[config.mk]
export PLATFORM = sky130hd
export DESIGN_NAME = ec_fp_jb_to_affine_flat
export DESIGN_NICKNAME = d
export VERILOG_FILES = /design/src/rtl/ec_fp_jb_to_affine_pkg.sv /design/src/rtl/ec_fp_jb_to_affine_if.sv /design/src/rtl/ec_fp_jb_to_affine_mreq.sv /design/src/rtl/ec_fp_jb_to_affine.sv /design/src/flat_wrapper.sv
export SDC_FILE = /design/constraint.sdc
export NUM_CORES = 1
export LEC_CHECK = 0
export CAP_MARGIN = 20
export CORE_ASPECT_RATIO = 2
export CORE_MARGIN = 4
export CORE_UTILIZATION = 48
export CTS_CLUSTER_DIAMETER = 40
export DETAILED_ROUTE_END_ITERATION = 7
export PLACE_DENSITY_LB_ADDON = 0.25
export SLEW_MARGIN = 0
export SYNTH_ARGS = -nofsm -noshare
export SYNTH_HDL_FRONTEND = slang
export SYNTH_SLANG_ARGS = --single-unit
[constraint.sdc]
create_clock -name i_clk -period 2.7 [get_ports i_clk]
set_clock_uncertainty 0.1 [all_clocks]
set_input_delay 0.54 -clock i_clk [delete_from_list [all_inputs] [get_ports i_clk]]
set_output_delay 0.54 -clock i_clk [all_outputs]
set_load 0.005 [all_outputs]
[src/rtl/ec_fp_jb_to_affine_pkg.sv]
// Shared EC types/constants for the Jacobian-to-affine stage.
// FSM encodings, control width and an elaboration-time MSB helper.
package ec_fp_jb_to_affine_pkg;

  localparam logic [1:0] ST_IDLE = 2'd0;
  localparam logic [1:0] ST_EXP  = 2'd1;
  localparam logic [1:0] ST_POST = 2'd2;
  localparam logic [1:0] ST_DONE = 2'd3;

  localparam int EC_CTL_BITS = 8;
  localparam int EC_MAX_BITS = 512;

  // Index of the highest set bit (0 for v==0).
  function automatic int ec_msb(
    input logic [EC_MAX_BITS-1:0] v
  );
    int m;
    m = 0;
    for (int i = 0; i < EC_MAX_BITS; i++)
      if (v[i]) m = i;
    return m;
  endfunction

endpackage

[src/rtl/ec_fp_jb_to_affine_if.sv]
// Stream bus shared by the EC stages and the mod-P multiplier.
// master drives val/sop/eop/err/mod/dat/ctl, slave drives rdy.
interface if_axi_stream #(
  parameter int DAT_BITS = 32,
  parameter int CTL_BITS = 8
);

  logic                val;
  logic                rdy;
  logic                sop;
  logic                eop;
  logic                err;
  logic                mod;
  logic [DAT_BITS-1:0] dat;
  logic [CTL_BITS-1:0] ctl;

  modport master (
    output val, sop, eop, err, mod, dat, ctl,
    input  rdy
  );

  modport slave (
    input  val, sop, eop, err, mod, dat, ctl,
    output rdy
  );

endinterface

[src/rtl/ec_fp_jb_to_affine_mreq.sv]
// Single-outstanding multiplier requester: holds a {b,a,tag} request
// until accepted, then returns the product with a tag-mismatch flag.
module ec_fp_jb_to_affine_mreq
  import ec_fp_jb_to_affine_pkg::*;
#(
  parameter int DAT_BITS = 16
) (
  input  logic                   i_clk,
  input  logic                   i_rst,
  input  logic                   i_go,
  input  logic [DAT_BITS-1:0]    i_a,
  input  logic [DAT_BITS-1:0]    i_b,
  input  logic [EC_CTL_BITS-1:0] i_tag,
  output logic                   o_done,
  output logic                   o_bad,
  output logic [DAT_BITS-1:0]    o_res,
  if_axi_stream.master           o_mult_if,
  if_axi_stream.slave            i_mult_if
);

  logic                   val_q, val_d;
  logic                   pend_q, pend_d;
  logic                   rdy_q;
  logic [2*DAT_BITS-1:0]  dat_q, dat_d;
  logic [EC_CTL_BITS-1:0] ctl_q, ctl_d;
  logic                   rsp_hs;
  logic                   unused_rsp;

  // Responses with nothing pending are drained and dropped.
  assign rsp_hs = i_mult_if.val && rdy_q && pend_q;

  always_comb begin
    val_d  = val_q;
    pend_d = pend_q;
    dat_d  = dat_q;
    ctl_d  = ctl_q;
    if (val_q && o_mult_if.rdy) begin
      val_d  = 1'b0;
      pend_d = 1'b1;
    end
    if (rsp_hs)
      pend_d = 1'b0;
    if (i_go) begin
      val_d = 1'b1;
      dat_d = {i_b, i_a};
      ctl_d = i_tag;
    end
  end

  always_ff @(posedge i_clk) begin
    if (i_rst) begin
      val_q  <= 1'b0;
      pend_q <= 1'b0;
      rdy_q  <= 1'b0;
      dat_q  <= '0;
      ctl_q  <= '0;
    end else begin
      val_q  <= val_d;
      pend_q <= pend_d;
      rdy_q  <= 1'b1;
      dat_q  <= dat_d;
      ctl_q  <= ctl_d;
    end
  end

  assign o_mult_if.val = val_q;
  assign o_mult_if.dat = dat_q;
  assign o_mult_if.ctl = ctl_q;
  assign o_mult_if.sop = 1'b1;
  assign o_mult_if.eop = 1'b1;
  assign o_mult_if.err = 1'b0;
  assign o_mult_if.mod = 1'b0;
  assign i_mult_if.rdy = rdy_q;

  assign o_done = rsp_hs;
  assign o_bad  = i_mult_if.ctl[EC_CTL_BITS-1:0] != ctl_q;
  assign o_res  = i_mult_if.dat[DAT_BITS-1:0];

  assign unused_rsp = ^{i_mult_if.sop, i_mult_if.eop,
                        i_mult_if.err, i_mult_if.mod,
                        i_mult_if.dat[2*DAT_BITS-1:DAT_BITS]};

endmodule

[src/rtl/ec_fp_jb_to_affine.sv]
// Jacobian (X,Y,Z) -> affine (X/Z^2, Y/Z^3) mod P, Z^-1 = Z^(P-2).
// i_p/o_p point bundles with val/rdy; o_mult_if/i_mult_if to mod-P mult.
module ec_fp_jb_to_affine
  import ec_fp_jb_to_affine_pkg::*;
#(
  parameter int                  DAT_BITS = 16,
  parameter logic [DAT_BITS-1:0] P        = DAT_BITS'(65521)
) (
  input  logic                  i_clk,
  input  logic                  i_rst,
  input  logic [3*DAT_BITS-1:0] i_p,
  input  logic                  i_val,
  output logic                  o_rdy,
  output logic [2*DAT_BITS-1:0] o_p,
  output logic                  o_inf,
  output logic                  o_val,
  input  logic                  i_rdy,
  output logic                  o_err,
  if_axi_stream.master          o_mult_if,
  if_axi_stream.slave           i_mult_if
);

  typedef struct packed {
    logic [DAT_BITS-1:0] x;
    logic [DAT_BITS-1:0] y;
    logic [DAT_BITS-1:0] z;
  } jb_point_t;

  typedef struct packed {
    logic [DAT_BITS-1:0] x;
    logic [DAT_BITS-1:0] y;
  } af_point_t;

  localparam logic [DAT_BITS-1:0] E = P - DAT_BITS'(2);
  localparam int EMSB = ec_msb(EC_MAX_BITS'(E));
  localparam int IW   = $clog2(DAT_BITS);
  localparam logic [IW-1:0] IDX0 =
    IW'((EMSB > 0) ? EMSB - 1 : 0);

  localparam logic [7:0] TAG_SQR = 8'd0;
  localparam logic [7:0] TAG_MUL = 8'd1;
  localparam logic [7:0] TAG_ZI2 = 8'd2;
  localparam logic [7:0] TAG_X   = 8'd3;
  localparam logic [7:0] TAG_ZI3 = 8'd4;
  localparam logic [7:0] TAG_Y   = 8'd5;

  jb_point_t           pin;
  af_point_t           pout;
  logic [1:0]          st_q, st_d;
  logic [DAT_BITS-1:0] x_q, x_d, y_q, y_d, z_q, z_d;
  logic [DAT_BITS-1:0] acc_q, acc_d;
  logic [DAT_BITS-1:0] zi2_q, zi2_d, zi3_q, zi3_d;
  logic [DAT_BITS-1:0] px_q, px_d, py_q, py_d;
  logic [IW-1:0]       idx_q, idx_d;
  logic [1:0]          step_q, step_d;
  logic                ph_q, ph_d;
  logic                wt_q, wt_d;
  logic                inf_q, inf_d;
  logic                val_q, val_d;
  logic                err_q, err_d;
  logic                rdy_q, rdy_d;
  logic                in_hs;
  logic                go;
  logic [DAT_BITS-1:0] op_a, op_b;
  logic [7:0]          op_tag;
  logic                m_done, m_bad;
  logic [DAT_BITS-1:0] m_res;

  assign pin   = i_p;
  assign in_hs = i_val && rdy_q;

  ec_fp_jb_to_affine_mreq #(
    .DAT_BITS (DAT_BITS)
  ) u_mreq (
    .i_clk     (i_clk),
    .i_rst     (i_rst),
    .i_go      (go),
    .i_a       (op_a),
    .i_b       (op_b),
    .i_tag     (op_tag),
    .o_done    (m_done),
    .o_bad     (m_bad),
    .o_res     (m_res),
    .o_mult_if (o_mult_if),
    .i_mult_if (i_mult_if)
  );

  // Operand select; ph_q picks the multiply half of an exponent bit.
  always_comb begin
    go     = 1'b0;
    op_a   = acc_q;
    op_b   = acc_q;
    op_tag = TAG_SQR;
    unique case (1'b1)
      st_q == ST_EXP: begin
        go = !wt_q;
        if (ph_q) begin
          op_b   = z_q;
          op_tag = TAG_MUL;
        end
      end
      st_q == ST_POST: begin
        go = !wt_q;
        unique case (step_q)
          2'd0: op_tag = TAG_ZI2;
          2'd1: begin
            op_a   = x_q;
            op_b   = zi2_q;
            op_tag = TAG_X;
          end
          2'd2: begin
            op_a   = zi2_q;
            op_tag = TAG_ZI3;
          end
          default: begin
            op_a   = y_q;
            op_b   = zi3_q;
            op_tag = TAG_Y;
          end
        endcase
      end
      default: ;
    endcase
  end

  always_comb begin
    st_d   = st_q;
    x_d    = x_q;
    y_d    = y_q;
    z_d    = z_q;
    acc_d  = acc_q;
    zi2_d  = zi2_q;
    zi3_d  = zi3_q;
    px_d   = px_q;
    py_d   = py_q;
    idx_d  = idx_q;
    step_d = step_q;
    ph_d   = ph_q;
    inf_d  = inf_q;
    val_d  = val_q;
    err_d  = err_q;
    rdy_d  = 1'b0;
    wt_d   = wt_q | go;
    unique case (1'b1)
      st_q == ST_IDLE: begin
        rdy_d = !in_hs;
        if (in_hs) begin
          x_d = pin.x;
          y_d = pin.y;
          z_d = pin.z;
          if (pin.z == '0) begin
            px_d  = '0;
            py_d  = '0;
            inf_d = 1'b1;
            val_d = 1'b1;
            st_d  = ST_DONE;
          end else begin
            acc_d  = pin.z;
            idx_d  = IDX0;
            ph_d   = 1'b0;
            step_d = '0;
            // E==1 (P==3): z is its own inverse.
            st_d   = (EMSB == 0) ? ST_POST : ST_EXP;
          end
        end
      end
      st_q == ST_EXP: begin
        if (m_done) begin
          wt_d = 1'b0;
          if (m_bad) begin
            err_d = 1'b1;
            val_d = 1'b1;
            st_d  = ST_DONE;
          end else begin
            acc_d = m_res;
            if (!ph_q && E[idx_q]) begin
              ph_d = 1'b1;
            end else begin
              ph_d = 1'b0;
              if (idx_q == '0) begin
                st_d   = ST_POST;
                step_d = '0;
              end else begin
                idx_d = idx_q - 1'b1;
              end
            end
          end
        end
      end
      st_q == ST_POST: begin
        if (m_done) begin
          wt_d = 1'b0;
          if (m_bad) begin
            err_d = 1'b1;
            val_d = 1'b1;
            st_d  = ST_DONE;
          end else begin
            step_d = step_q + 2'd1;
            unique case (step_q)
              2'd0: zi2_d = m_res;
              2'd1: px_d  = m_res;
              2'd2: zi3_d = m_res;
              default: begin
                py_d  = m_res;
                val_d = 1'b1;
                st_d  = ST_DONE;
              end
            endcase
          end
        end
      end
      default: begin
        if (i_rdy) begin
          val_d = 1'b0;
          inf_d = 1'b0;
          err_d = 1'b0;
          st_d  = ST_IDLE;
        end
      end
    endcase
  end

  always_ff @(posedge i_clk) begin
    if (i_rst) begin
      st_q   <= ST_IDLE;
      x_q    <= '0;
      y_q    <= '0;
      z_q    <= '0;
      acc_q  <= '0;
      zi2_q  <= '0;
      zi3_q  <= '0;
      px_q   <= '0;
      py_q   <= '0;
      idx_q  <= '0;
      step_q <= '0;
      ph_q   <= 1'b0;
      wt_q   <= 1'b0;
      inf_q  <= 1'b0;
      val_q  <= 1'b0;
      err_q  <= 1'b0;
      rdy_q  <= 1'b0;
    end else begin
      st_q   <= st_d;
      x_q    <= x_d;
      y_q    <= y_d;
      z_q    <= z_d;
      acc_q  <= acc_d;
      zi2_q  <= zi2_d;
      zi3_q  <= zi3_d;
      px_q   <= px_d;
      py_q   <= py_d;
      idx_q  <= idx_d;
      step_q <= step_d;
      ph_q   <= ph_d;
      wt_q   <= wt_d;
      inf_q  <= inf_d;
      val_q  <= val_d;
      err_q  <= err_d;
      rdy_q  <= rdy_d;
    end
  end

  assign pout.x = px_q;
  assign pout.y = py_q;
  assign o_p    = pout;
  assign o_inf  = inf_q;
  assign o_val  = val_q;
  assign o_err  = err_q;
  assign o_rdy  = rdy_q;

endmodule
[src/flat_wrapper.sv]
// flat-port wrapper written by rule: the top's interface ports become plain ports
module ec_fp_jb_to_affine_flat import ec_fp_jb_to_affine_pkg::*;
#(
  parameter int                  DAT_BITS = 16,
  parameter logic [DAT_BITS-1:0] P        = DAT_BITS'(65521)
)
  (i_clk, i_rst, i_p, i_val, o_rdy, o_p, o_inf, o_val, i_rdy, o_err, o_mult_if_val, o_mult_if_sop, o_mult_if_eop, o_mult_if_err, o_mult_if_mod, o_mult_if_dat, o_mult_if_ctl, o_mult_if_rdy, i_mult_if_val, i_mult_if_sop, i_mult_if_eop, i_mult_if_err, i_mult_if_mod, i_mult_if_dat, i_mult_if_ctl, i_mult_if_rdy);
  if_axi_stream #(.DAT_BITS(DAT_BITS)) o_mult_if_i ();
  if_axi_stream #(.DAT_BITS(DAT_BITS)) i_mult_if_i ();
  input  logic i_clk;
  input  logic i_rst;
  input  logic [3*DAT_BITS-1:0] i_p;
  input  logic i_val;
  output logic o_rdy;
  output logic [2*DAT_BITS-1:0] o_p;
  output logic o_inf;
  output logic o_val;
  input  logic i_rdy;
  output logic o_err;
  output wire logic [$bits(o_mult_if_i.val)-1:0] o_mult_if_val;
  output wire logic [$bits(o_mult_if_i.sop)-1:0] o_mult_if_sop;
  output wire logic [$bits(o_mult_if_i.eop)-1:0] o_mult_if_eop;
  output wire logic [$bits(o_mult_if_i.err)-1:0] o_mult_if_err;
  output wire logic [$bits(o_mult_if_i.mod)-1:0] o_mult_if_mod;
  output wire logic [$bits(o_mult_if_i.dat)-1:0] o_mult_if_dat;
  output wire logic [$bits(o_mult_if_i.ctl)-1:0] o_mult_if_ctl;
  input wire logic [$bits(o_mult_if_i.rdy)-1:0] o_mult_if_rdy;
  input wire logic [$bits(i_mult_if_i.val)-1:0] i_mult_if_val;
  input wire logic [$bits(i_mult_if_i.sop)-1:0] i_mult_if_sop;
  input wire logic [$bits(i_mult_if_i.eop)-1:0] i_mult_if_eop;
  input wire logic [$bits(i_mult_if_i.err)-1:0] i_mult_if_err;
  input wire logic [$bits(i_mult_if_i.mod)-1:0] i_mult_if_mod;
  input wire logic [$bits(i_mult_if_i.dat)-1:0] i_mult_if_dat;
  input wire logic [$bits(i_mult_if_i.ctl)-1:0] i_mult_if_ctl;
  output wire logic [$bits(i_mult_if_i.rdy)-1:0] i_mult_if_rdy;
  assign o_mult_if_val = o_mult_if_i.val;
  assign o_mult_if_sop = o_mult_if_i.sop;
  assign o_mult_if_eop = o_mult_if_i.eop;
  assign o_mult_if_err = o_mult_if_i.err;
  assign o_mult_if_mod = o_mult_if_i.mod;
  assign o_mult_if_dat = o_mult_if_i.dat;
  assign o_mult_if_ctl = o_mult_if_i.ctl;
  assign o_mult_if_i.rdy = o_mult_if_rdy;
  assign i_mult_if_i.val = i_mult_if_val;
  assign i_mult_if_i.sop = i_mult_if_sop;
  assign i_mult_if_i.eop = i_mult_if_eop;
  assign i_mult_if_i.err = i_mult_if_err;
  assign i_mult_if_i.mod = i_mult_if_mod;
  assign i_mult_if_i.dat = i_mult_if_dat;
  assign i_mult_if_i.ctl = i_mult_if_ctl;
  assign i_mult_if_rdy = i_mult_if_i.rdy;
  ec_fp_jb_to_affine #(.DAT_BITS(DAT_BITS), .P(P)) u_core (.i_clk(i_clk), .i_rst(i_rst), .i_p(i_p), .i_val(i_val), .o_rdy(o_rdy), .o_p(o_p), .o_inf(o_inf), .o_val(o_val), .i_rdy(i_rdy), .o_err(o_err), .o_mult_if(o_mult_if_i), .i_mult_if(i_mult_if_i));
endmodule
# == Word level (Yosys, flattened, before mapping) ==
# Memories as Yosys holds them, arrays and structs flattened. A register that Yosys moved wholly into a read port is not among the register bits.
# Index checks and enable logic that the tools add are counted.
# totals
regBits,137
mem_bits_ro,16
mem_count,1
# mem_list
name,depth,word_bits,read_ports,rd_clocked_by_memory_dff,write_ports,line_no,source
(no name shown),16,1,1,1,0,ec_fp_jb_to_affine.sv:176,if (!ph_q && E[idx_q]) begin
# op_classes
n_addsub,2
magnitude_cmp,1
eq_ne,23
muxes,73
bitwise,4
reduce_logical,34
# ops
cell,count
$mux 16,13
$pmux 16 s2,3
$pmux 16 s3,1
$mux 2,18
$mux 4,8
$mux 1,21
$reduce_and 7->1,3
$ne 2x2->1 const B,9
$logic_not 16->1,1
$pmux 8 s2,1
$ne 2x1->1 const B,6
$pmux 2 s3,2
$reduce_and 4->1,3
$reduce_and 6->1,2
$reduce_bool 2->1,5
$ne 3x2->1 const B,3
$pmux 3 s3,1
$reduce_and 9->1,1
$ne 8x8->1,1
$pmux 4 s2,1
$pmux 1 s2,3
$reduce_or 2->1,3
$logic_and 1x1->1,5
$lt 4x5->1 const B,1
other kinds (15),22

# == Logic depth before layout (Yosys ltp) ==
# Gate-level depths: netlist of the first run.
# depth
word_depth,9
mapped_depth,10
mapped_depth_nobuf,8

# == By module ==
# From an unflattened synthesis of the first run, not the netlist that was laid out.
# unflattened
cells_unflattened,991
area_unflattened_um2,7970.1
# modules_own_cells
mod,instances,cells_each,area_each_um2
ec_fp_jb_to_affine,1,870,6756.5
ec_fp_jb_to_affine_mreq,1,121,1213.7

# == Least setup slack after synthesis of the first run ==
# Ideal clock, no wire load.
# synth_path
path_type,input-to-reg
start,input port i_mult_if_ctl[3]
end,register (tool-made name)
setup_time_ns,0.134
t_arrival_ns,2.236
required_ns,2.466
setup_slack_ns,0.230
stages,6
n_path_buf,0
path_cell_list,or3_4 nor4_4 nand4b_1 o41ai_2 o21ba_1 or4b_1
# synth_lines
element,line_no,source
"start, declared",flat_wrapper.sv:34,input wire logic [$bits(i_mult_if_i.ctl)-1:0] i_mult_if_ctl;

==> results of run 1 <==
==> through the flow <==
step | instances | util (%)
after global routing | 989 | 68.0
after global placement | 957 | 62.2
final | 989 | 68.0
after CTS | 988 | 67.4
after detailed placement | 957 | 62.2
after floorplan | 694 | -
==> per-layer routing <==
metal | GRT usage (%) | wire, um | vias up
li1 | - | - | 2664
met1 | 26.2 | 6310 | 2608
met2 | 46.5 | 9800 | 262
met3 | 4.99 | 1060 | 79
met4 | 15.6 | 1120 | 0
met5 | 0 | 0 | -
==> cell usage in the layout (no fill, tap or decap), types with 9 or more instances in the layout <==
| cell | instances |
|---|---|
| mux2i_1 | 50 |
| and2_1 | 19 |
| conb_1 | 9 |
| a211oi_1 | 18 |
| nand3_1 | 9 |
| buf_4 | 40 |
| a22oi_1 | 16 |
| clkbuf_16 | 17 |
| a21oi_1 | 98 |
| nor2_1 | 61 |
| clkdlybuf4s50_1 | 133 |
| o21ai_0 | 20 |
| inv_1 | 10 |
| a22o_1 | 16 |
| nand2_1 | 101 |
| dfxtp_1 | 131 |
==> what timing repair did <==
item | CTS | global route
pin swaps | 0 | 2
resized for setup | 1 | 16
buffers inserted | 0 | 0
endpoints found under the setup margin | 1 | 3
==> layout make-up <==
type / instances / area share (%)
Tap cell: 147 / 2.23
Timing Repair Buffer: 176 / 20.5
Sequential cell: 133 / 32.4
Clock buffer: 21 / 5.59
Inverter: 12 / 0.547
Clock inverter: 10 / 2.05
Multi-Input combinational cell: 490 / 36.7
==> path summary, 6_finish.rpt <==
path                                      from                      endpoint  slack [ns]  cells after the start
setup / recovery  u_core.idx_q[0]$_SDFFE_PP0N_                      register        0.06                      9
hold / removal    u_core.zi2_q[2]$_SDFFE_PP0P_  u_core.zi2_q[2]$_SDFFE_PP0P_        0.36                      2
setup reg to reg  u_core.idx_q[0]$_SDFFE_PP0N_                      register        0.06                      9
hold reg to reg   u_core.zi2_q[2]$_SDFFE_PP0P_  u_core.zi2_q[2]$_SDFFE_PP0P_        0.36                      2
==> flip-flops by register name, indices dropped and copies added, names as in the netlist, named ones only <==
| register | flops |
|---|---|
| u_core.u_mreq.pend_q | 1 |
| u_core.ph_q | 1 |
| u_core.st_q | 2 |
| u_core.py_q | 16 |
| u_core.acc_q | 16 |
| u_core.o_err | 1 |
| u_core.o_val | 1 |
| u_core.px_q | 16 |
| u_core.u_mreq.o_mult_if.val | 1 |
| u_core.step_q | 2 |
| u_core.x_q | 16 |
| u_core.u_mreq.i_mult_if.rdy | 1 |
| u_core.y_q | 16 |
| u_core.o_rdy | 1 |
| u_core.zi2_q | 16 |
| u_core.o_inf | 1 |
| u_core.idx_q | 4 |
| u_core.u_mreq.o_mult_if.ctl | 3 |
| u_core.u_mreq.dat_q | 16 |
==> cell families after synthesis <==
kind of cell / synth area share [%]
AO/OA/AOI/OAI: 20.4
other: 0.127
XOR/XNOR: 0.762
flip-flops: 45.0
adder cells (fa/ha/maj): 2.12
buffers and inverters: 5.29
multiplexers: 8.66
AND/OR/NAND/NOR: 17.7
==> where the power goes <==
group | switching (W) | total (W) | internal, W
clock network | 0.000847 | 0.00244 | 0.00160
logic | 0.00128 | 0.00245 | 0.00116
registers | 0.000256 | 0.00256 | 0.00230
total | 0.00239 | 0.00745 | 0.00506
==> tightest hold or removal path: stages (launching register included) <==
cell,delay [ns]
dfxtp_1,0.31
nand2_1,0.05
a21oi_1,0.05
==> reports/results.ini, run 1 <==
[sta]
hold_viol_final=0
fin_tns_setup_ns=0
setup_violations=0
max-slew-margin-rel_pct=42.8
whs_ns=0.356
fmax_ghz=0.378
grt_setup_unrepaired=no
report.final.slew_viol_count=0
min_period_ns=2.64
setup_slack_ns=0.0556
fin_crit_sh_pct=97.9
worst_pin_slew_ns=0.858

[synthesis]
syn_area_per_cell_um2=8.61
ys_ff_latch=133
synth_top_area_share_pct=45.0
synthFlopType=dfxtp_1
synth.distinct_cells=55
synth_top_area_cell=dfxtp_1
synthesis.area_um2=5910
synth.most_common_cell=dfxtp_1
synthTopCellsByArea=dfxtp_1 (45%), mux2i_1 (8.5%), a21oi_1 (8.3%)
async_flop_share_pct=0
synth_edf_count=0
ys_seq_area_share_pct=45.0
yosysWarnings=0
synthCells=687
synthTopCellsByCount=dfxtp_1 (133), nand2_1 (101), a21oi_1 (98)

[pwr]
powerDensity_nw_per_um2=904
p_leak_nw=2.99
ir_worst_vdd_mv=0.550
power_w=0.00745

[clock_tree]
cts_tree=built
clkTransAtPathRegs_ns=0.05
ctsHoldBuffers=0
cts_buffers=17
clk_latency_ns=0.41
cts_buffer_depth=2
cts-htree-levels=4
root_buffer=clkbuf_16
clock-sinks=133

[placement]
dpl.hpwl_um=13300
gp_congestion=0.946
placed_cell_area_um2=7540
io_buffers=134
dp_worst_setup_slack_ns=-0.343

[drt]
drc=0
postRouteAntennaNets=0
dr.pass1.iters=5
wirelength_um=18300
vias_per_cell=5.68
route.vias.total=5613
drt-initial-drc-count=295
wl_per_cell_um=18.5

[final_layout]
multi_input_area_um2=3020
fillers=1012
fin_nets=922
regArea_um2=2670
drive_above_1_share_pct=11.8
n_antenna_cell=0
fin_area_um2=8240
area_growth_pct=39.4

[die]
core_region_area_um2=12100
dieArea_um2=14300
die_y_um=165
rows=57
start_util_pct=48.8
die_w_um=86.5
io_pins=148

[setup_path]
crit_chain=inv_2 -> ha_4 -> or3b_4 -> nor4bb_2 -> buf_4 -> and3_1 -> and3_4 -> a311oi_4 -> or4b_4
critical-path-max-stage-delay_ns=0.50
cp_top_family=simple AND/OR/NAND/NOR gates
crit_buf_inv=2
required_ns=2.88
startpoint_type=register
arrival_ns=2.83
worst-path-max-fanout=5
end_kind=register
path_class=register to register
cp_slowest_cell=or4b_4

[outcome]
run_status=finished, final reports clean

[global_routing]
grt_pass1_wl_um=28200
antenna_found_initial=0
grt_pass1_vias=5683
gr-usage-all-layers_pct=25.6
overflow=0
grt_max_degree=81

[job]
drv_cap=0

[worst_hold_path]
worstHoldPathType=register to register

No activity file was read; power rests on OpenSTA's default activity.
==> run 2: changes to the inputs <==
--- a/config.mk
+++ b/config.mk
@@ -7,7 +7,7 @@
 export LEC_CHECK = 0
 export CAP_MARGIN = 20
 export CORE_ASPECT_RATIO = 2
-export CORE_MARGIN = 4
+export CORE_MARGIN = 2
 export CORE_UTILIZATION = 48
 export CTS_CLUSTER_DIAMETER = 40
 export DETAILED_ROUTE_END_ITERATION = 7
==> run 2 against run 1 <==
Effect of this change: global-route usage is 1.3 points higher; worst setup slack improved by 0.0081 ns; sequential power is 2% lower; die area shrank 6.9%; critical path depth decreased by 1; utilization is essentially flat; power fell by 3.0%; sequential cell count stayed put; via count fell by 0.21%; sequential share of layout area increased by 0.13 points; count of clock-buffer cells in the layout is 3 lower; critical path type is now input port to register; largest power group unchanged; highest routed layer unchanged.
==> reports/results.ini, run 2 (synthesis gave the netlist of run 1 again) <==
[outcome]
run_status=finished, final reports clean  ; unchanged

[final_layout]
fin_area_um2=8190  ; was 8240 um2
area_growth_pct=38.6  ; was 39.4%
layout_common_cells=dfxtp_1 (133), clkdlybuf4s50_1 (133), nand2_1 (101)  ; was clkdlybuf4s50_1 (133), dfxtp_1 (131), nand2_1 (101)
fin_nets=925  ; was 922
fillers=994  ; was 1012
n_antenna_cell=0  ; unchanged
drive_above_1_share_pct=11.2  ; was 11.8%

[global_routing]
overflow=0  ; unchanged
grt_max_degree=79  ; was 81
antenna_found_initial=0  ; unchanged
grt_pass1_vias=5575  ; was 5683
gr-usage-all-layers_pct=26.9  ; was 25.6%
grt_pass1_wl_um=27100  ; was 28200 um

[sta]
hold_viol_final=0  ; unchanged
report.final.slew_viol_count=0  ; unchanged
fmax_ghz=0.379  ; was 0.378 GHz
max-slew-margin-rel_pct=46.2  ; was 42.8%
setup_violations=0  ; unchanged
setup_slack_ns=0.0637  ; was 0.0556 ns
fin_crit_sh_pct=97.6  ; was 97.9%
worst_pin_slew_ns=0.807  ; was 0.858 ns
min_period_ns=2.64  ; about the same

[setup_path]
worst-path-max-fanout=4  ; was 5
end_kind=register  ; unchanged
arrival_ns=2.81  ; was 2.83 ns
path_class=input port to register  ; was register to register
critPathLaunch=i_p[14]  ; was u_core.idx_q[0]$_SDFFE_PP0N_
required_ns=2.88  ; about the same
r2r_start=u_core.idx_q[0]$_SDFFE_PP0N_  ; unchanged
r2r_cells=8  ; was 9
startpoint_type=input port  ; was register
reg2reg_slack_ns=0.11  ; was 0.06 ns

[pwr]
ir_worst_vdd_mv=0.590  ; was 0.550 mV
p_leak_nw=2.99  ; about the same
powerDensity_nw_per_um2=882  ; was 904 nW/um2

[placement]
placed_cell_area_um2=7570  ; was 7540 um2
gp_congestion=0.927  ; was 0.946
dp_worst_setup_slack_ns=-0.494  ; was -0.343 ns
dpl.hpwl_um=12400  ; was 13300 um
io_buffers=134  ; unchanged

[worst_hold_path]
hold_depth=2  ; unchanged
worstHoldPathType=register to register  ; unchanged
min-delay-start=u_core.y_q[1]$_SDFFE_PP0P_  ; was u_core.zi2_q[2]$_SDFFE_PP0P_
hold_end=u_core.y_q[1]$_SDFFE_PP0P_  ; was u_core.zi2_q[2]$_SDFFE_PP0P_

[drt]
postRouteAntennaNets=0  ; unchanged
drc=0  ; unchanged
vias_per_cell=5.65  ; was 5.68
drt-initial-drc-count=351  ; was 295
dr.pass1.iters=7  ; was 5
route.vias.total=5601  ; was 5613
wl_per_cell_um=17.5  ; was 18.5 um
wirelength_um=17300  ; was 18300 um

[clock_tree]
clk_latency_ns=0.41  ; about the same
cts-htree-levels=4  ; unchanged
clock-sinks=133  ; unchanged
ctsHoldBuffers=0  ; unchanged
cts_setup_buffers=0  ; unchanged
root_buffer=clkbuf_16  ; unchanged
cts_buffer_depth=2  ; unchanged
cts_tree=built  ; unchanged
clkTransAtPathRegs_ns=0.06  ; was 0.05 ns
cts_buffers=17  ; unchanged

[die]
rows=57  ; unchanged
die_y_um=161  ; was 165 um
die_w_um=82.5  ; was 86.5 um
start_util_pct=49.1  ; was 48.8%
core_region_area_um2=12100  ; about the same
dieArea_um2=13300  ; was 14300 um2
io_pins=148  ; unchanged

[job]
drv_cap=0  ; unchanged

==> run 2: changes by cell type in the layout (fill, tap and decap cells not counted), sizes merged <==
cell    before  now
buf         43   46
clkbuf      21   18
clkinv       0    2
inv         15   17
bufinv       4    3
==> run 2: report_power, final <==
part / switching, W / leakage, nW / internal, W
clock: 0.000891 / 0.284 / 0.00146
sequential: 0.000216 / 1.08 / 0.00230
combinational: 0.00125 / 1.62 / 0.00111
total: 0.00235 / 2.99 / 0.00487
==> run 2: final cells by class <==
cell class | count | area (um2) | area share, %
Inverter | 12 | 45.0 | 0.550
Sequential cell | 133 | 2660 | 32.5
Multi-Input combinational cell | 490 | 2990 | 36.5
Clock inverter | 13 | 170 | 2.08
Timing Repair Buffer | 179 | 1710 | 20.9
Clock buffer | 18 | 429 | 5.24
Tap cell | 147 | 184 | 2.24
==> run 2: stage by stage <==
step / cells / setup TNS, ns / total power, W / util, % / hold slack (ns)
floorplan: 694 / 0 / 0.00392 / - / 0.332
global route: 992 / -0.0760 / 0.00760 / 68.0 / 0.377
global placement: 960 / -15.20 / 0.00479 / 62.7 / 0.339
finish: 992 / 0 / 0.00723 / 68.0 / 0.356
CTS: 992 / 0 / 0.00722 / 67.8 / 0.351
detailed placement: 961 / -14.86 / 0.00486 / 62.8 / 0.344
==> run 2: per-layer routing <==
metal  track usage (%)  part of all wire [%]  routed length (um)  up-vias
li1                  -                     -                   -     2671
met4              15.8                   5.9                1030        0
met5                 0                     0                   0        -
met3              5.96                   6.3                1090       57
met1              29.3                    36                6220     2610
met2              45.9                    52                8990      263
==> run 2: timing repair <==
action                                  4_1_cts  5_1_grt
endpoints found under the setup margin        1        1
gates resized for setup                       1        5
pin swaps                                     0        0
==> run 2: worst max-delay path by stage <==
stage,endpoint,slack [ns],cells after the start
final,register,0.06,8
after global routing,register,-0.08,8
after CTS,register,0.02,8
after detailed placement,register,-0.49,8
after global placement,register,-0.51,8
after floorplan,register,0.23,6
==> run 2: critical path, cell delays in order <==
cell             delay (ns)
clkdlybuf4s50_1        0.47
nor4_2                 0.35
buf_4                  0.17
nand4_1                0.19
a22oi_2                0.27
a21oi_1                0.07
o21a_1                 0.21
or4b_4                 0.54
